File: src/rtl/phase_timer_ctrl.sv
// Phase sequencer for a shared counter: LOAD clears and loads max, RUN counts to at_max, then advances.
// Phase length is len+2 cycles; pulses are registered. No backpressure beyond the counter's at_max.
// Define PHASE_TIMER_PAUSE_EN to add a pause input that freezes the counter in RUN.
module phase_timer_ctrl #(
  parameter  int NUM_BITS   = 8,
  parameter  int NUM_PHASES = 4,
  localparam int PH_W       = $clog2(NUM_PHASES)
) (
  input  logic                           clk,
  input  logic                           nrst,
  input  logic                           start,
  input  logic                           abort,
  input  logic                           repeat_en,
  input  logic [NUM_PHASES*NUM_BITS-1:0] phase_len,
  input  logic                           cnt_at_max,
`ifdef PHASE_TIMER_PAUSE_EN
  input  logic                           pause,
`endif
  output logic                           cnt_enable,
  output logic                           cnt_clear,
  output logic                           cnt_wrap,
  output logic [NUM_BITS-1:0]            cnt_max,
  output logic [PH_W-1:0]                phase,
  output logic                           busy,
  output logic                           phase_done,
  output logic                           seq_done
);

  typedef enum logic [1:0] {ST_IDLE, ST_LOAD, ST_RUN} state_t;

  localparam logic [PH_W-1:0] LAST_PH = PH_W'(NUM_PHASES - 1);

  state_t              state_q, state_d;
  logic [PH_W-1:0]     phase_q, phase_d;
  logic [NUM_BITS-1:0] len_q [NUM_PHASES];
  logic                rpt_q;
  logic                pd_q, pd_d;
  logic                sd_q, sd_d;
  logic                accept;
  logic                pause_w;

`ifdef PHASE_TIMER_PAUSE_EN
  assign pause_w = pause;
`else
  assign pause_w = 1'b0;
`endif

  always_ff @(posedge clk) begin
    if (!nrst) begin
      state_q <= ST_IDLE;
      phase_q <= '0;
      rpt_q   <= 1'b0;
      pd_q    <= 1'b0;
      sd_q    <= 1'b0;
      for (int i = 0; i < NUM_PHASES; i++) len_q[i] <= '0;
    end else begin
      state_q <= state_d;
      phase_q <= phase_d;
      pd_q    <= pd_d;
      sd_q    <= sd_d;
      if (accept) begin
        rpt_q <= repeat_en;
        for (int i = 0; i < NUM_PHASES; i++) len_q[i] <= phase_len[i*NUM_BITS +: NUM_BITS];
      end
    end
  end

  // An at_max seen in RUN always completes the phase, even while paused.
  always_comb begin
    state_d = state_q;
    phase_d = phase_q;
    pd_d    = 1'b0;
    sd_d    = 1'b0;
    accept  = 1'b0;
    case (state_q)
      ST_IDLE: begin
        phase_d = '0;
        if (start && !abort) begin
          accept  = 1'b1;
          state_d = ST_LOAD;
        end
      end
      ST_LOAD: begin
        if (abort) begin
          state_d = ST_IDLE;
          phase_d = '0;
        end else begin
          state_d = ST_RUN;
        end
      end
      ST_RUN: begin
        if (abort) begin
          state_d = ST_IDLE;
          phase_d = '0;
        end else if (cnt_at_max) begin
          pd_d = 1'b1;
          if (phase_q != LAST_PH) begin
            phase_d = phase_q + 1'b1;
            state_d = ST_LOAD;
          end else if (rpt_q) begin
            phase_d = '0;
            state_d = ST_LOAD;
          end else begin
            sd_d    = 1'b1;
            phase_d = '0;
            state_d = ST_IDLE;
          end
        end
      end
      default: begin
        state_d = ST_IDLE;
        phase_d = '0;
      end
    endcase
  end

  assign cnt_clear  = (state_q != ST_RUN);
  assign cnt_enable = (state_q == ST_RUN) && !cnt_at_max && !pause_w;
  assign cnt_wrap   = 1'b0;
  assign cnt_max    = (state_q == ST_IDLE) ? '0 : len_q[phase_q];
  assign phase      = phase_q;
  assign busy       = (state_q != ST_IDLE);
  assign phase_done = pd_q;
  assign seq_done   = sd_q;

endmodule

File: config.mk
export PLATFORM = sky130hd
export DESIGN_NAME = phase_timer_ctrl
export DESIGN_NICKNAME = d
export VERILOG_FILES = /design/src/rtl/phase_timer_ctrl.sv
export SDC_FILE = /design/constraint.sdc
export NUM_CORES = 1
export LEC_CHECK = 0
export BUFFER_PORTS_ARGS = -buffer_cell sky130_fd_sc_hd__buf_2
export CAP_MARGIN = 10
export CORE_ASPECT_RATIO = 1.1
export CORE_UTILIZATION = 30
export CTS_CLUSTER_SIZE = 28
export DETAILED_ROUTE_END_ITERATION = 8
export GPL_ROUTABILITY_DRIVEN = 0
export SLEW_MARGIN = 20
export SYNTH_ARGS = -nofsm -noshare
export SYNTH_HDL_FRONTEND = slang
export SYNTH_SLANG_ARGS = --single-unit
File: constraint.sdc
create_clock -name clk -period 2.5 [get_ports clk]
set_clock_uncertainty 0.05 [all_clocks]
set_input_delay 0.125 -clock clk [delete_from_list [all_inputs] [get_ports clk]]
set_output_delay 0.125 -clock clk [all_outputs]
set_load 0.05 [all_outputs]
==> results.yml, run 1 <==
global_routing:
  grt_max_degree: 33
  initial_antenna_violation_count: 0
  gr-total-overflow: 0
  grt_pass1_wl_mm: 5.47
  groute.usage.overall_pct: 11.2
  first_global_vias: 1121
logic_synthesis:
  synth_area_um2: 1860
  synth_top_cells_by_area: "sky130_fd_sc_hd__edfxtp_1 (52%), sky130_fd_sc_hd__and2_1 (11%), sky130_fd_sc_hd__dfxtp_1 (9.7%)"
  sequential_fraction_of_the_synthesis_area_pct: 61.4
  postSynthCellCount: 129
  syn_area_per_cell_um2: 14.4
  synth.top_cell.area_share_pct: 51.7
  synthesized_nets: 168
  synth_cell_types: 26
  synth.yosys.warnings: 0
  cell_type_contributing_the_most_total_cell_area_after_synthesis: "sky130_fd_sc_hd__edfxtp_1"
  synth.ff_latch_count: 41
floorplan:
  floorplan.die.width_um: 77.0
  floorplan.die_area_um2: 6510
  floorplan.core_area_um2: 5880
  effective_utilization_at_floorplan_pct: 31.6
  number_of_ports_placed_on_the_die_boundary: 54
  dieHeight_um: 84.5
  core.rowCount: 29
detailed_routing:
  detail_route.first_pass.iterations: 4
  detailroute.via_count: 1137
  drt_iter0_drcs: 88
  dr_vias_cell: 4.37
  detail_route.wirelength_mm: 3.47
  average_wire_length_per_cell_after_detail_routing_um: 13.4
  drt.antenna.violating_nets: 0
  post-route-drc-count: 0
finish:
  num-nets-final: 221
  most-common-layout-cells: "sky130_fd_sc_hd__buf_2 (52), sky130_fd_sc_hd__and2_1 (33), sky130_fd_sc_hd__edfxtp_1 (32)"
  drive_above_1_share_pct: 39.3
  n_antenna_cell: 0
  final_cell_count_no_fill: 260
  area_delta_synth_final_pct: 20.6
  mostFrequentLayoutCell: "sky130_fd_sc_hd__buf_2"
  fin_util_pct: 38.1
sta:
  totalNegativeSetupSlack_ns: 0
  finalWorstSetupSlack_ns: 0.361
  slew_headroom_pct: 38.7
  maxClockFrequency_mhz: 467
  layout_min_cycle_time_ns: 2.14
  worst_slew_pin_tran_ns: 0.916
  grt_setup_unrepaired: "false"
  post-route-period-util_pct: 85.6
  drv_slew: 0
  setup_viol_count_final: 0
  hold_viol: 0
clock_network:
  clock-root-buffer: "sky130_fd_sc_hd__clkbuf_8"
  postCtsResizedCells: 0
  cts_buffers: 5
  clock_tree.htree_level_count: 2
  tritoncts: "done"
  clock-sinks: 41
  postCtsSetupBuffers: 0
  clock_latency_ns: 0.28
  cts.clk_slew.worst_paths_ns: 0.07
  cts-root-to-sink-buffers: 2
  ctsHoldBuffers: 0
power_and_ir_drop:
  cellPowerDensity_nw_per_um2: 586
  vdd.ir_drop.worst_v: 0.000325
  power.static_leakage_nw: 0.914
  internal_power_w: 0.00102
  switching_power_w: 0.000294
  p_clk_share_pct: 30.6
  swShare_pct: 22.4
  finalPower_w: 0.00131
  power.share.sequential_pct: 59.9
  share_comb_of_total_power_pct: 9.4
setup_path:
  critPathArrivalTime_ns: 1.96
  critical_path.startpoint_type: "flop"
  critical_path.max_fanout: 8
  reg2reg_slack_ns: 0.51
  critical_path_class: "reg -> out"
  rr_endpoint: "len_q[2][2]"
  critical_path.endpoint_type: "primary output"
  regToRegStartpoint: "state_q[1]"
  worstRegToRegCells: 3
  crit_required_ns: 2.33
place:
  dpl.cell_count: 252
  detailedPlacementHpwl_mm: 2.37
  detailedPlace.worstSlack_ns: 0.419
  portBuffers: 52
flow_run:
  max_cap_viol_count: 0
min_path:
  hold_path_startpoint: "repeat_en"
  hold_end: "rpt_q"
  hp-class: "in -> reg"
  worstHoldPathCells: 2
outcome:
  outcome: "completed"
[worst max-delay path: stages, from the launching register on]
cell	delay, ns
sky130_fd_sc_hd__dfxtp_1	0.71
sky130_fd_sc_hd__mux4_2	0.59
sky130_fd_sc_hd__nor2b_1	0.14
sky130_fd_sc_hd__buf_2	0.24
[area by class of cell]
class / count / area [um^2]
clock buffers: 5 / 68.8
clock inverters: 3 / 12.5
fillers: 601 / 3640
inverters: 2 / 7.51
multi-input cells: 79 / 647
flip-flops and latches: 41 / 1140
well taps: 77 / 96.3
repair buffers: 53 / 268
[power by group through the flow]
stage / Sequential [W] / Combinational [W] / Clock [W]
2_1_floorplan: 0.000799 / 0.0000830 / 0
3_3_place_gp: 0.000802 / 0.000126 / 0
3_5_place_dp: 0.000803 / 0.000126 / 0
4_1_cts: 0.000788 / 0.000127 / 0.000417
5_1_grt: 0.000791 / 0.000136 / 0.000437
6_report: 0.000787 / 0.000124 / 0.000402
[through the flow]
stage	hold slack, ns	instance area, um^2
3_5_place_dp	0.312	2160
4_1_cts	0.0140	2240
3_3_place_gp	0.311	2160
6_report	0.0175	2240
5_1_grt	0.0290	2240
2_1_floorplan	0.220	1860
[cells by family after synthesis]
| family | count (synthesis) | synth area share, % |
|---|---|---|
| DFF | 41 | 61.4 |
| adders and majority gates | 1 | 0.673 |
| muxes | 9 | 10.2 |
| and+or+nand+nor | 63 | 21.3 |
| buffers and inverters | 9 | 3.77 |
| other | 1 | 0.202 |
| AOI/OAI and AO/OA | 5 | 2.36 |
[cells in the mapped netlist]
library cell	n
sky130_fd_sc_hd__o22a_1	1
sky130_fd_sc_hd__and3_4	1
sky130_fd_sc_hd__conb_1	1
sky130_fd_sc_hd__edfxtp_1	32
sky130_fd_sc_hd__a31oi_1	1
sky130_fd_sc_hd__clkbuf_2	1
sky130_fd_sc_hd__a31o_2	1
sky130_fd_sc_hd__nor2_1	5
sky130_fd_sc_hd__ha_1	1
sky130_fd_sc_hd__buf_6	4
sky130_fd_sc_hd__nor3_1	3
sky130_fd_sc_hd__nand2_1	1
sky130_fd_sc_hd__mux4_2	8
sky130_fd_sc_hd__nor4b_2	1
sky130_fd_sc_hd__a2111oi_2	1
sky130_fd_sc_hd__nor2b_1	11
sky130_fd_sc_hd__inv_1	2
sky130_fd_sc_hd__buf_4	1
sky130_fd_sc_hd__buf_2	1
sky130_fd_sc_hd__nor3b_2	1
sky130_fd_sc_hd__o21ai_0	1
sky130_fd_sc_hd__nand3b_1	1
sky130_fd_sc_hd__and2_1	33
sky130_fd_sc_hd__dfxtp_1	9
sky130_fd_sc_hd__nand2b_1	6
sky130_fd_sc_hd__mux2i_1	1
[per-layer routing]
layer | vias up | routed length [um] | track usage, %
li1 | 561 | - | -
met5 | - | 0 | 0
met2 | 46 | 1600 | 17.1
met3 | 4 | 290 | 4.35
met4 | 0 | 30 | 3.60
met1 | 526 | 1560 | 14.6
[flip-flops by register name (all words and copies together) (netlist names), named ones only]
signal and cells:
len_q 32, seq_done 1, phase_done 1, rpt_q 1, state_q 2, phase 2
[how the worst max path moves through the flow]
stage | depth (start not counted) | endpoint
2_1_floorplan | 2 | len_q[0][0]
3_3_place_gp | 3 | len_q[3][3]
3_5_place_dp | 3 | len_q[3][7]
4_1_cts | 3 | cnt_max[7]
5_1_grt | 3 | cnt_max[1]
6_report | 3 | cnt_max[4]
(Power assumes the default switching activity.)
==> inputs of run 2 (changes only) <==
- MAX_ROUTING_LAYER: default -> met4
- SETUP_SLACK_MARGIN: default -> 0.5
==> run 2 against run 1 <==
Net effect: fmax grew 18%; flip-flop and latch count stayed put; core utilization is 0.15 points higher; clock power hardly changed; critical path depth is the same; critical endpoint is now cnt_max[6].
==> results.yml, run 2 (synthesized netlist as in run 1, its figures left out) <==
sta:
  slew_headroom_pct: 64.1
  finalWorstSetupSlack_ns: 0.688
  maxClockFrequency_mhz: 552
  worst_slew_pin_tran_ns: 0.538
  hold_viol: 0
  grt_setup_unrepaired: "false"
  worst_hold_slack_ns: 0.0155
  setup_viol_count_final: 0
  drv_slew: 0
  post-route-period-util_pct: 72.5
  totalNegativeSetupSlack_ns: 0
  layout_min_cycle_time_ns: 1.81
detailed_routing:
  detail_route.first_pass.iterations: 4
  detail_route.wirelength_mm: 3.47
  post-route-drc-count: 0
  detailroute.via_count: 1143
  average_wire_length_per_cell_after_detail_routing_um: 13.4
  drt_iter0_drcs: 75
  dr_vias_cell: 4.40
  drt.antenna.violating_nets: 0
setup_path:
  critical_path_class: "reg -> out"
  crit_path_cell_trace: "mux4_2 -> nor2b_1 -> buf_2"
  maximum_cell_stage_delay_along_the_critical_path_ns: 0.51
  critical_path.endpoint_type: "primary output"
  crit_required_ns: 2.33
  critical-path-slowest-cell: "sky130_fd_sc_hd__mux4_2"
  critical_path.startpoint_type: "flop"
  critical_path.max_fanout: 8
  critPathArrivalTime_ns: 1.64
finish:
  mostFrequentLayoutCell: "sky130_fd_sc_hd__buf_2"
  multi_input_logic_area_um2: 652
  area.sequential_um2: 1140
  largest-register: "len_q"
  area_delta_synth_final_pct: 21.1
  num-nets-final: 221
  largest_register_ff_count: 32
  drive_above_1_share_pct: 41.0
  num-fill-cells: 572
  n_antenna_cell: 0
  most-common-layout-cells: "sky130_fd_sc_hd__buf_2 (52), sky130_fd_sc_hd__and2_1 (33), sky130_fd_sc_hd__edfxtp_1 (32)"
clock_network:
  cts_buffers: 5
  postCtsSetupBuffers: 0
  cts-root-to-sink-buffers: 2
  clock_latency_ns: 0.28
  tritoncts: "done"
  clock-root-buffer: "sky130_fd_sc_hd__clkbuf_8"
  cts.clk_slew.worst_paths_ns: 0.07
  clock_tree.htree_level_count: 2
  clock-sinks: 41
  ctsHoldBuffers: 0
global_routing:
  grt_util_met3_pct: 3.37
  globalRoute.busiestLayer: "met2"
  use_met2_pct: 18.8
  groute.usage.overall_pct: 12.1
  grt_pass1_wl_mm: 5.79
  gr-total-overflow: 0
  initial_antenna_violation_count: 0
  global_route.usage.met1_pct: 16.0
  first_global_vias: 1173
  grt_max_degree: 33
floorplan:
  floorplan.die_area_um2: 6510
  number_of_ports_placed_on_the_die_boundary: 54
  effective_utilization_at_floorplan_pct: 31.6
  floorplan.core_area_um2: 5880
  dieHeight_um: 84.5
  floorplan.die.width_um: 77.0
  core.rowCount: 29
place:
  detailedPlace.worstSlack_ns: 0.487
  detailedPlacementHpwl_mm: 2.42
  portBuffers: 52
power_and_ir_drop:
  cellPowerDensity_nw_per_um2: 585
  vdd.ir_drop.worst_v: 0.000240
  power.static_leakage_nw: 0.915
flow_run:
  max_cap_viol_count: 0
outcome:
  outcome: "completed"
min_path:
  hp-class: "in -> reg"
==> run 2: where the power goes <==
group	internal [W]	switching [W]
clock	0.000196	0.000208
combinational	0.0000566	0.0000691
sequential	0.000774	0.0000121
total	0.00103	0.000289
==> run 2: metal layers <==
| layer | share of wire (%) | vias up |
|---|---|---|
| met5 | 0 | - |
| met4 | 0.78 | 0 |
| met3 | 5.6 | 4 |
| met2 | 48 | 44 |
| met1 | 46 | 534 |
| li1 | - | 561 |
==> run 2: worst max-delay path, delay by kind of cell (launching register included) <==
family	cells	cell delay (ns)
AND/OR/NAND/NOR	1	0.16
buffers and inverters	1	0.24
flip-flops	1	0.45
multiplexers	1	0.51
==> run 2: final cells by class <==
cell class,count,share of cell area (%)
well taps,77,4.28
repair buffers,53,11.9
multi-input cells,79,29.0
clock inverters,1,0.222
clock buffers,7,3.39
inverters,2,0.334
flip-flops and latches,41,50.9
==> run 2: metrics by stage <==
step	instance area [um^2]	power (W)	util, %	std cells
2_1_floorplan	1860	0.000882	-	129
3_3_place_gp	2160	0.000930	36.8	252
3_5_place_dp	2160	0.000931	36.8	252
4_1_cts	2250	0.00133	38.2	260
5_1_grt	2250	0.00138	38.3	260
6_report	2250	0.00132	38.3	260
==> run 2: path summary, 6_finish.rpt <==
path | from | slack [ns] | depth (start not counted) | to
max | flop | 0.69 | 3 | cnt_max[6]
min | repeat_en | 0.02 | 2 | rpt_q
min reg2reg | rpt_q | 0.50 | 2 | seq_done
max reg2reg | state_q[0] | 0.78 | 3 | len_q[0][0]
==> run 2: timing repair <==
action                                  4_1_cts  5_1_grt
endpoints found under the hold margin         0        0
endpoints found under the setup margin       40        6
gates resized for setup                       2        1
pin swaps                                     0        0
==> inputs of run 3 (changes only) <==
- clock period: 2.5 -> 1.9 ns (I/O delays scaled with it)
==> run 3 against run 2 <==
Net effect: sequential power grew 31%; first-iteration DRC count down 35%; power up 39%; flip-flop and latch count is the same; register-to-register slack got worse by 0.30 ns; setup slack got worse by 0.52 ns; combinational power increased by 68%; non-clock buffer count up 5; critical path depth up 1; critical endpoint is now cnt_max[4]; largest cell class unchanged; largest power group unchanged.
==> results.yml, run 3 (synthesized netlist as in run 1, its figures left out) <==
power_and_ir_drop:
  power.share.sequential_pct: 56.4
  switching_power_w: 0.000415
  share_comb_of_total_power_pct: 11.6
  cellPowerDensity_nw_per_um2: 734
  power.static_leakage_nw: 1.00
  vdd.ir_drop.worst_v: 0.000245
  internal_power_w: 0.00142
  swShare_pct: 22.7
  p_clk_share_pct: 32.0
sta:
  maxClockFrequency_mhz: 578
  post-route-period-util_pct: 91.1
  setup_viol_count_final: 0
  grt_setup_unrepaired: "true"
  drv_slew: 0
  layout_min_cycle_time_ns: 1.73
  totalNegativeSetupSlack_ns: 0
  hold_viol: 0
floorplan:
  floorplan.die_area_um2: 6510
  core.rowCount: 29
  floorplan.core_area_um2: 5880
  effective_utilization_at_floorplan_pct: 31.6
  dieHeight_um: 84.5
  floorplan.die.width_um: 77.0
  number_of_ports_placed_on_the_die_boundary: 54
clock_network:
  clock_tree.htree_level_count: 2
  cts.clk_slew.worst_paths_ns: 0.08
  cts_buffers: 5
  clock-sinks: 41
  cts-root-to-sink-buffers: 2
  clock_latency_ns: 0.30
  tritoncts: "done"
  clock-root-buffer: "sky130_fd_sc_hd__clkbuf_8"
finish:
  most-common-layout-cells: "sky130_fd_sc_hd__buf_2 (42), sky130_fd_sc_hd__and2_1 (33), sky130_fd_sc_hd__edfxtp_1 (32)"
  final_cell_count_no_fill: 269
  area_delta_synth_final_pct: 34.3
  num-fill-cells: 586
  post-route-cell-area_um2: 2490
  largest_register_ff_count: 32
  num-nets-final: 230
  fin_util_pct: 42.4
  mostFrequentLayoutCell: "sky130_fd_sc_hd__buf_2"
  n_antenna_cell: 0
  drive_above_1_share_pct: 50.0
  largest-register: "len_q"
global_routing:
  groute.usage.overall_pct: 13.3
  gr-total-overflow: 0
  grt_max_degree: 17
  first_global_vias: 1190
  initial_antenna_violation_count: 0
  grt_pass1_wl_mm: 6.10
outcome:
  outcome: "completed"
place:
  portBuffers: 52
  detailedPlacementHpwl_mm: 2.37
  place_area_um2: 2210
  dpl.cell_count: 253
setup_path:
  rr_endpoint: "len_q[1][0]"
  critical_path.startpoint_type: "flop"
  worstRegToRegCells: 3
  cp_top_family: "multiplexers"
  regToRegStartpoint: "state_q[1]"
  crit_required_ns: 1.75
  reg2reg_slack_ns: 0.48
  critical_path.endpoint_type: "primary output"
  critical_path.max_fanout: 8
  crit_path_cell_trace: "buf_12 -> mux4_2 -> nor2b_4 -> buf_6"
  maximum_cell_stage_delay_along_the_critical_path_ns: 0.52
  cp.buffers_inverters: 2
  critical-path-slowest-cell: "sky130_fd_sc_hd__mux4_2"
  critical_path_class: "reg -> out"
  critPathArrivalTime_ns: 1.59
min_path:
  hold_end: "len_q[1][4]"
  hp-class: "in -> reg"
  hold_path_startpoint: "phase_len[12]"
  worstHoldPathCells: 2
flow_run:
  max_cap_viol_count: 0
detailed_routing:
  detail_route.first_pass.iterations: 4
  detail_route.wirelength_mm: 3.92
  post-route-drc-count: 0
  drt_iter0_drcs: 49
  dr_vias_cell: 4.42
  drt.antenna.violating_nets: 0
  detailroute.via_count: 1188
  average_wire_length_per_cell_after_detail_routing_um: 14.6
==> run 3: cell count changes in the layout (fill, tap and decap cells not counted), moves of 3 or more <==
cell,change
sky130_fd_sc_hd__buf_6,+9
sky130_fd_sc_hd__dfxtp_2,+4
sky130_fd_sc_hd__dfxtp_1,-5
sky130_fd_sc_hd__buf_4,+3
sky130_fd_sc_hd__buf_2,-10
sky130_fd_sc_hd__nor2b_1,-6
sky130_fd_sc_hd__nand2b_4,+4
sky130_fd_sc_hd__nor2b_4,+4
==> run 3: per-stage QoR <==
| step | total power, W | hold WS [ns] | setup slack, ns |
|---|---|---|---|
| final | 0.00183 | 0.0201 | 0.170 |
| after global routing | 0.00191 | 0.0157 | 0.107 |
| after CTS | 0.00185 | 0.0141 | 0.157 |
| after detailed placement | 0.00123 | 0.279 | 0.298 |
| after global placement | 0.00123 | 0.273 | 0.321 |
| after floorplan | 0.00117 | 0.190 | 0.301 |
==> run 3: how the worst max path moves through the flow <==
| stage | start | to | slack [ns] | cells past startpoint |
|---|---|---|---|---|
| 2_1_floorplan | flop | cnt_max[6] | 0.30 | 3 |
| 3_3_place_gp | flop | cnt_max[5] | 0.32 | 4 |
| 3_5_place_dp | state_q[0] | len_q[1][2] | 0.30 | 3 |
| 4_1_cts | flop | cnt_max[4] | 0.16 | 4 |
| 5_1_grt | flop | cnt_max[2] | 0.11 | 4 |
| 6_report | flop | cnt_max[4] | 0.17 | 4 |
==> run 3: worst register-to-register path, cell delays in order, from the launching register on <==
cell                       delay (ns)
sky130_fd_sc_hd__dfxtp_4         0.38
sky130_fd_sc_hd__nor4b_4         0.32
sky130_fd_sc_hd__buf_4           0.19
sky130_fd_sc_hd__nand2b_4        0.19
==> run 3: cell type report <==
cell class,instances,area (um^2),area share (%)
clock buffers,8,90.1,3.61
inverters,2,7.51,0.301
multi-input cells,83,768,30.8
flip-flops and latches,41,1150,46.2
well taps,77,96.3,3.86
repair buffers,58,379,15.2
==> run 3: metal layers <==
layer	part of all wire (%)	routed length [um]	vias to the layer above	track usage (%)
met5	0	0	-	-
met4	1.4	54	0	4.12
met3	5.2	205	7	3.59
met2	47	1830	46	20.1
met1	47	1830	547	17.2
li1	-	-	588	-
==> run 3: power by group through the flow <==
stage               Sequential, W  Clock [W]  Combinational [W]
global route              0.00104   0.000643           0.000229
CTS                       0.00103   0.000601           0.000211
finish                    0.00103   0.000587           0.000212
floorplan                 0.00105          0           0.000116
global placement          0.00105          0           0.000177
detailed placement        0.00106          0           0.000177
==> run 3: what timing repair did <==
item | 4_1_cts | 5_1_grt
cloned | 3 | 1
hold endpoints to repair | 1 | 0
setup buffers | 3 | 0
pin swaps | 2 | 3
setup endpoints to repair | 75 | 61
hold buffers | 1 | 0
resized for setup | 32 | 5
